File: config.mk
export PLATFORM = sky130hd
export DESIGN_NAME = antirrebote_entradas
export DESIGN_NICKNAME = d
export VERILOG_FILES = /design/src/rtl/antirrebote_entradas.sv
export SDC_FILE = /design/constraint.sdc
export NUM_CORES = 1
export LEC_CHECK = 0
export ABC_AREA = 0
export CORE_ASPECT_RATIO = 1.1
export CORE_UTILIZATION = 55
export CTS_BUF_LIST = sky130_fd_sc_hd__clkbuf_16
export DETAILED_ROUTE_END_ITERATION = 6
export PLACE_DENSITY = 0.85
export SYNTH_ARGS = -nofsm -noshare
export SYNTH_HDL_FRONTEND = slang
export SYNTH_SLANG_ARGS = --single-unit
File: constraint.sdc
create_clock -name clk -period 2 [get_ports clk]
set_input_delay 0.5 -clock clk [delete_from_list [all_inputs] [get_ports clk]]
set_output_delay 0.5 -clock clk [all_outputs]
set_load 0.01 [all_outputs]
File: src/rtl/antirrebote_entradas.sv
// antirrebote_entradas: multi-channel switch/button debouncer.
// Each channel is synchronized through two flops and then filtered by a
// per-channel counter. A new level is accepted only after it has been held
// for CICLOS_ESTABLES consecutive cycles.
// Optional feature macro: ANTIRREBOTE_FLANCOS_EN enables the registered
// edge outputs (flanco_subida, flanco_bajada, cambio). Without it those
// outputs are tied to 0 and no edge-detection registers exist.
module antirrebote_entradas #(
    parameter int ANCHO           = 3,
    parameter int CICLOS_ESTABLES = 1000000
) (
    input  logic             clk,
    input  logic             reset,
    input  logic [ANCHO-1:0] entrada,
    output logic [ANCHO-1:0] estable,
    output logic [ANCHO-1:0] flanco_subida,
    output logic [ANCHO-1:0] flanco_bajada,
    output logic             cambio
);

    // A single-cycle filter still needs a 1-bit counter so the compare is legal.
    localparam int ANCHO_CONT = (CICLOS_ESTABLES > 1) ? $clog2(CICLOS_ESTABLES) : 1;
    localparam logic [ANCHO_CONT-1:0] CUENTA_MAX = ANCHO_CONT'(CICLOS_ESTABLES - 1);

    logic [ANCHO-1:0]      r_sinc1;
    logic [ANCHO-1:0]      r_sinc2;
    logic [ANCHO-1:0]      r_estable;
    logic [ANCHO_CONT-1:0] r_contador [ANCHO];
    logic [ANCHO-1:0]      w_acepta;

    // Two-flop synchronizer for the raw asynchronous inputs.
    always_ff @(posedge clk) begin
        if (reset) begin
            r_sinc1 <= '0;
            r_sinc2 <= '0;
        end else begin
            r_sinc1 <= entrada;
            r_sinc2 <= r_sinc1;
        end
    end

    // A channel accepts its new level when it disagrees and the count is complete.
    always_comb begin
        w_acepta = '0;
        for (int i = 0; i < ANCHO; i++) begin
            w_acepta[i] = (r_sinc2[i] != r_estable[i]) && (r_contador[i] == CUENTA_MAX);
        end
    end

    // Per-channel hold counter; clears on agreement or acceptance, so it never wraps.
    always_ff @(posedge clk) begin
        for (int i = 0; i < ANCHO; i++) begin
            if (reset) begin
                r_contador[i] <= '0;
            end else if (r_sinc2[i] == r_estable[i]) begin
                r_contador[i] <= '0;
            end else if (w_acepta[i]) begin
                r_contador[i] <= '0;
            end else begin
                r_contador[i] <= r_contador[i] + 1'b1;
            end
        end
    end

    // Debounced level flips on the cycle a channel accepts.
    always_ff @(posedge clk) begin
        if (reset) begin
            r_estable <= '0;
        end else begin
            r_estable <= r_estable ^ w_acepta;
        end
    end

    assign estable = r_estable;

`ifdef ANTIRREBOTE_FLANCOS_EN
    logic [ANCHO-1:0] r_flancoSubida;
    logic [ANCHO-1:0] r_flancoBajada;
    logic             r_cambio;

    // Edge pulses registered alongside estable so they coincide with its new value.
    always_ff @(posedge clk) begin
        if (reset) begin
            r_flancoSubida <= '0;
            r_flancoBajada <= '0;
            r_cambio       <= 1'b0;
        end else begin
            r_flancoSubida <= w_acepta & ~r_estable;
            r_flancoBajada <= w_acepta & r_estable;
            r_cambio       <= |w_acepta;
        end
    end

    assign flanco_subida = r_flancoSubida;
    assign flanco_bajada = r_flancoBajada;
    assign cambio        = r_cambio;
`else
    assign flanco_subida = '0;
    assign flanco_bajada = '0;
    assign cambio        = 1'b0;
`endif

endmodule

==> results of run 1 <==
==> power by group through the flow <==
stage | clock network [µW] | logic (µW) | registers (µW)
2_1_floorplan | 0 | 114 | 1700
3_3_place_gp | 0 | 141 | 1710
3_5_place_dp | 0 | 146 | 1720
4_1_cts | 1540 | 148 | 1690
5_1_grt | 1600 | 174 | 1700
6_report | 1510 | 153 | 1690
==> per-layer routing <==
layer  vias up  wire (µm)  track usage, %
met5         -          0               0
met4         0        168           11.04
met3        14        218           4.896
met2        53       3472           36.59
met1      1292       3085           25.82
li1       1392          -               -
==> worst register-to-register path: cells and delay by family, from the launching register on <==
kind / cells / cell delay (ns)
AND/OR/NAND/NOR: 3 / 0.99
flip-flops: 1 / 0.38
adder cells (fa/ha/maj): 1 / 0.20
AO/OA/AOI/OAI: 1 / 0.15
==> worst max path at each step <==
stage | end | slack [ns]
6_report | r_contador[1][18] | 0.13
5_1_grt | register | 0.007
4_1_cts | register | 0.12
3_5_place_dp | r_contador[0][4] | 0.11
3_3_place_gp | r_contador[0][5] | 0.18
2_1_floorplan | r_contador[1][18] | 0.1
==> flip-flops by register name, summed over array words and instances (netlist names), named ones only <==
register / flops
r_contador: 60
r_sinc1: 3
r_sinc2: 3
==> timing repair <==
| action | CTS | global route |
|---|---|---|
| setup endpoints to repair | 0 | 2 |
| hold endpoints to repair | 0 | 0 |
| setup buffers | 0 | 0 |
| resized for setup | 0 | 4 |
==> area by class of cell <==
cell class / instances / area (µm²) / area share (%)
inverter: 11 / 41.29 / 0.9172
clock inverter: 7 / 57.56 / 1.278
multi-input combinational: 323 / 1878 / 41.72
clock buffer: 9 / 225.2 / 5.003
sequential: 69 / 1982 / 44.02
timing repair buffer: 23 / 215.2 / 4.780
tap: 82 / 102.6 / 2.279
==> cells by family after synthesis <==
| group | synth area share (%) |
|---|---|
| simple gates | 26.35 |
| flops | 53.37 |
| xor+xnor | 10.61 |
| compound gates | 5.256 |
| buf+inv | 3.201 |
| fa+ha+maj | 1.011 |
| other cells | 0.2022 |
==> Yosys cell counts <==
library cell / number
edfxtp_1: 60
nor2_1: 56
xnor2_1: 29
nand2_1: 17
xor2_1: 16
nand3_1: 15
nor3_1: 15
nand4_1: 13
a21oi_1: 11
inv_1: 11
nor4_1: 11
dfxtp_1: 9
and3_1: 7
buf_4: 7
nor2b_1: 7
o21ai_0: 7
o31ai_1: 6
or4_1: 6
or3_1: 5
and4_1: 4
clkbuf_1: 4
ha_1: 3
nand4_2: 3
nor4b_1: 3
buf_2: 2
conb_1: 2
nand3_2: 2
nor3b_1: 2
o21ai_2: 2
o221ai_1: 2
or2_2: 2
a211oi_1: 1
and4_2: 1
nand2b_1: 1
nand3_4: 1
nand4bb_1: 1
nor4bb_1: 1
o21a_1: 1
o21ba_2: 1
or2_1: 1
or3_4: 1
or4_4: 1
or4b_1: 1
==> through the flow <==
step                      setup WS (ns)  hold WS (ns)
after floorplan                 0.09867        0.4138
after global placement           0.1797        0.4280
after detailed placement         0.1071        0.4335
after CTS                        0.1225        0.4474
after global routing           0.007456        0.4657
final                            0.1269        0.4412
==> results.yml, run 1 <==
pwr:
  p_leak_uw: 0.001574
  p_seq_share_pct: 50.4
  peakVddDrop_v: 0.0005052
  clock_power_share_pct: 45.0
  internal_power_uw: 2637
  power_frac_comb_pct: 4.6
  switching_share_pct: 21.24
  powerDensity_nw_per_um2: 743.7
  power_uw: 3348
  switching_power_uw: 711.0
timing:
  timing.fmax_ghz: 0.5339
  finalSetupViolCount: 0
  hold_violations: 0
  finalCritPeriodShare_pct: 93.66
  finClkSkew_ns: 0.006921
  drv_slew: 0
  rsz0062_at_grt: "no"
  setup_tns_ns: 0
  finalCriticalPeriod_ns: 1.873
worst_setup_path:
  crit_buf_inv: 0
  cp.required_ns: 2.18
  r2r_slack_ns: 0.13
  critPathKind: "reg2reg"
  r2r-end: "r_contador[1][18]"
  crit_fanout: 3
  cpPeakStageDelay_ns: 0.57
  critPathSlowestCell: "or4_4"
  cp-startpoint: "r_contador[1][1]"
  critPathLaunchType: "register"
  path_delay_family: "simple AND/OR/NAND/NOR gates"
  worstPathCellList: "ha_1 > nand4_2 > or4_4 > or3_1 > a21oi_1"
  rr_startpoint: "r_contador[1][1]"
  endpoint_kind: "register"
  worst-path-stages: 5
  crit_arrival_ns: 2.05
  r2r_cells: 5
clock_network:
  cts_tree: "done"
  clkSinkCount: 69
  cts_buffers: 9
  ctsHoldBuffers: 0
  htree_levels: 3
  path_clk_slew_ns: 0.05
  clock_latency_ns: 0.33
  cts.root.buffer_cell: "clkbuf_16"
  clk_path_buf_depth: 2
synth:
  synthDistinctLibCells: 43
  ys_warn_count: 0
  synth.largest_area_cell: "edfxtp_1"
  synth.top_cells.by_area: "edfxtp_1 (49%), xnor2_1 (6.8%), nor2_1 (5.7%), dfxtp_1 (4.9%), xor2_1 (3.8%)"
  ys_ff_latch: 69
  synth_top_area_share_pct: 48.52
  yosysSeqAreaShare_pct: 53.37
  syn-instance-count: 351
  synth_area_um2: 3714
  avgSynthCellArea_um2: 10.58
detailed_routing:
  via_count: 2751
  dr.pass1.iters: 4
  routedWlPerCell_um: 13.25
  drc_errors: 0
  drt_iter0_drc: 150
  postRouteAntennaNets: 0
  viasPerCell: 5.250
  wl_mm: 6.944
final_layout:
  layout_common_cells: "conb_1 (67), edfxtp_1 (60), nor2_1 (56)"
  num_antenna_cells: 0
  finish.utilization_pct: 68.68
  n_fill_cell: 479
  final_common_cell: "conb_1"
  drive_above_1_share_pct: 10.86
  fin_cells: 524
  final_area_um2: 4502
  syn2layout_area_growth_pct: 21.23
  layout.nets: 445
min_path:
  hold_path_class: "reg2reg"
  holdCritStartpoint: "r_sinc1[1]"
  whs_endpoint: "r_sinc2[1]"
  whs_path_depth: 1
floorplan:
  start_util_pct: 56.65
  die_h_um: 88.18
  die_area_um2: 7085
  rows: 31
  die_w_um: 80.35
  fp.coreArea_um2: 6555
  pin_count: 15
placement:
  port_buffers: 7
  place.gp.congestion: 0.8076
  dp_hpwl_mm: 5.002
  place_area_um2: 4198
  dp.cells: 508
global_route:
  grt_pass1_wl_mm: 11.58
  grtUsageTotal_pct: 21.64
  grt_start_max_net_pins: 21
  grt_pass1_vias: 2653
  antenna_found_initial: 0
  grt_overflow: 0
run_status:
  status: "complete, no violations"
job:
  max_cap_viol_count: 0
Note: power is estimated with default switching activity, not from simulation.
==> run 2: changes to the inputs <==
- RECOVER_POWER: default -> 100
==> results.yml, run 2 (synthesis gave the netlist of run 1 again) <==
worst_setup_path:
  critPathKind: "reg2reg"
  worstPathCellList: "ha_1 > nand3_2 > or2_1 > o21ai_1 > buf_12 > nor2_1"
  path_delay_family: "simple AND/OR/NAND/NOR gates"
  cp.required_ns: 2.08
  cp-startpoint: "r_contador[2][0]"
  crit_buf_inv: 1
  cpPeakStageDelay_ns: 0.41
  rr_startpoint: "r_contador[2][0]"
  crit_fanout: 15
  critPathLaunchType: "register"
  endpoint_kind: "register"
  critPathSlowestCell: "edfxtp_1"
  crit_arrival_ns: 1.95
placement:
  port_buffers: 7
  dp_hpwl_mm: 5.002
  dp.cells: 508
  place.gp.congestion: 0.8076
pwr:
  switching_share_pct: 21.35
  p_leak_uw: 0.001563
  clock_power_share_pct: 45.1
  powerDensity_nw_per_um2: 748.7
  switching_power_uw: 715.5
  power_frac_comb_pct: 4.5
  peakVddDrop_v: 0.0005041
  internal_power_uw: 2636
  power_uw: 3351
  p_seq_share_pct: 50.4
timing:
  finClkSkew_ns: 0.007121
  finalCritPeriodShare_pct: 93.79
  finalSetupViolCount: 0
  hold_violations: 0
  timing.fmax_ghz: 0.5331
  drv_slew: 0
  setup_tns_ns: 0
  rsz0062_at_grt: "no"
  finalCriticalPeriod_ns: 1.876
final_layout:
  layout.nets: 445
  largest_register_ffs: 60
  num_antenna_cells: 0
  layout_common_cells: "conb_1 (67), edfxtp_1 (60), nor2_1 (56)"
  fin_cells: 524
  regMostFlops: "r_contador"
  final_common_cell: "conb_1"
  syn2layout_area_growth_pct: 20.52
  reg_top3: "r_contador x60, r_sinc1 x3, r_sinc2 x3"
  drive_above_1_share_pct: 9.729
floorplan:
  start_util_pct: 56.65
  pin_count: 15
  rows: 31
  die_area_um2: 7085
  die_w_um: 80.35
  fp.coreArea_um2: 6555
  die_h_um: 88.18
detailed_routing:
  drt_iter0_drc: 170
  drc_errors: 0
  postRouteAntennaNets: 0
  dr.pass1.iters: 4
  viasPerCell: 5.254
  routedWlPerCell_um: 13.28
  via_count: 2753
  wl_mm: 6.958
clock_network:
  clkSinkCount: 69
  htree_levels: 3
  cts_resized: 0
  cts_buffers: 9
  cts_tree: "done"
  cts.root.buffer_cell: "clkbuf_16"
  path_clk_slew_ns: 0.05
  post-cts-setup-buffers: 0
  clk_path_buf_depth: 2
  ctsHoldBuffers: 0
  clock_latency_ns: 0.33
run_status:
  status: "complete, no violations"
job:
  max_cap_viol_count: 0
global_route:
  grt_pass1_wl_mm: 11.58
  antenna_found_initial: 0
  grt_pass1_vias: 2653
  grtUsageTotal_pct: 21.64
  grt_overflow: 0
  grt_start_max_net_pins: 21
min_path:
  holdCritStartpoint: "r_sinc1[1]"
  hold_path_class: "reg2reg"
-- run 2: final timing paths --
kind	slack [ns]	depth (start not counted)	end
max	0.12	6	r_contador[2][13]
min	0.44	1	r_sinc2[1]
max reg2reg	0.12	6	r_contador[2][13]
min reg2reg	0.44	1	r_sinc2[1]
-- run 2: layout make-up --
class	count	area, µm²
Timing Repair Buffer	23	205.2
Clock inverter	7	57.56
Sequential cell	69	1982
Tap cell	82	102.6
Inverter	11	41.29
Multi-Input combinational cell	323	1862
Clock buffer	9	225.2
Fill cell	489	2079
-- run 2: worst reg2reg max path, cell delays in order (launching register included) --
cell      delay, ns
edfxtp_1       0.41
ha_1           0.23
nand3_2        0.10
or2_1          0.35
o21ai_1        0.31
buf_12         0.18
nor2_1         0.05
-- run 2: routing by layer --
metal | track usage, % | part of all wire [%] | vias to the layer above
li1 | - | - | 1390
met1 | 25.82 | 45 | 1289
met2 | 36.59 | 49 | 59
met3 | 4.896 | 3.1 | 15
met4 | 11.04 | 2.4 | 0
met5 | 0 | 0 | -
-- run 2: power groups by stage --
stage	Sequential, µW	Combinational (µW)	Clock (µW)
global placement	1710	141	0
CTS	1690	148	1540
detailed placement	1720	146	0
finish	1690	152	1510
global route	1700	172	1600
floorplan	1700	114	0
-- run 2: through the flow --
stage	hold slack (ns)	util [%]	cell area, µm²	setup WS (ns)
4_1_cts	0.4474	68.35	4481	0.1225
5_1_grt	0.4657	68.28	4476	0.01056
6_report	0.4406	68.28	4476	0.1241
2_1_floorplan	0.4138	-	3958	0.09867
3_3_place_gp	0.4280	64.04	4198	0.1797
3_5_place_dp	0.4335	64.04	4198	0.1071
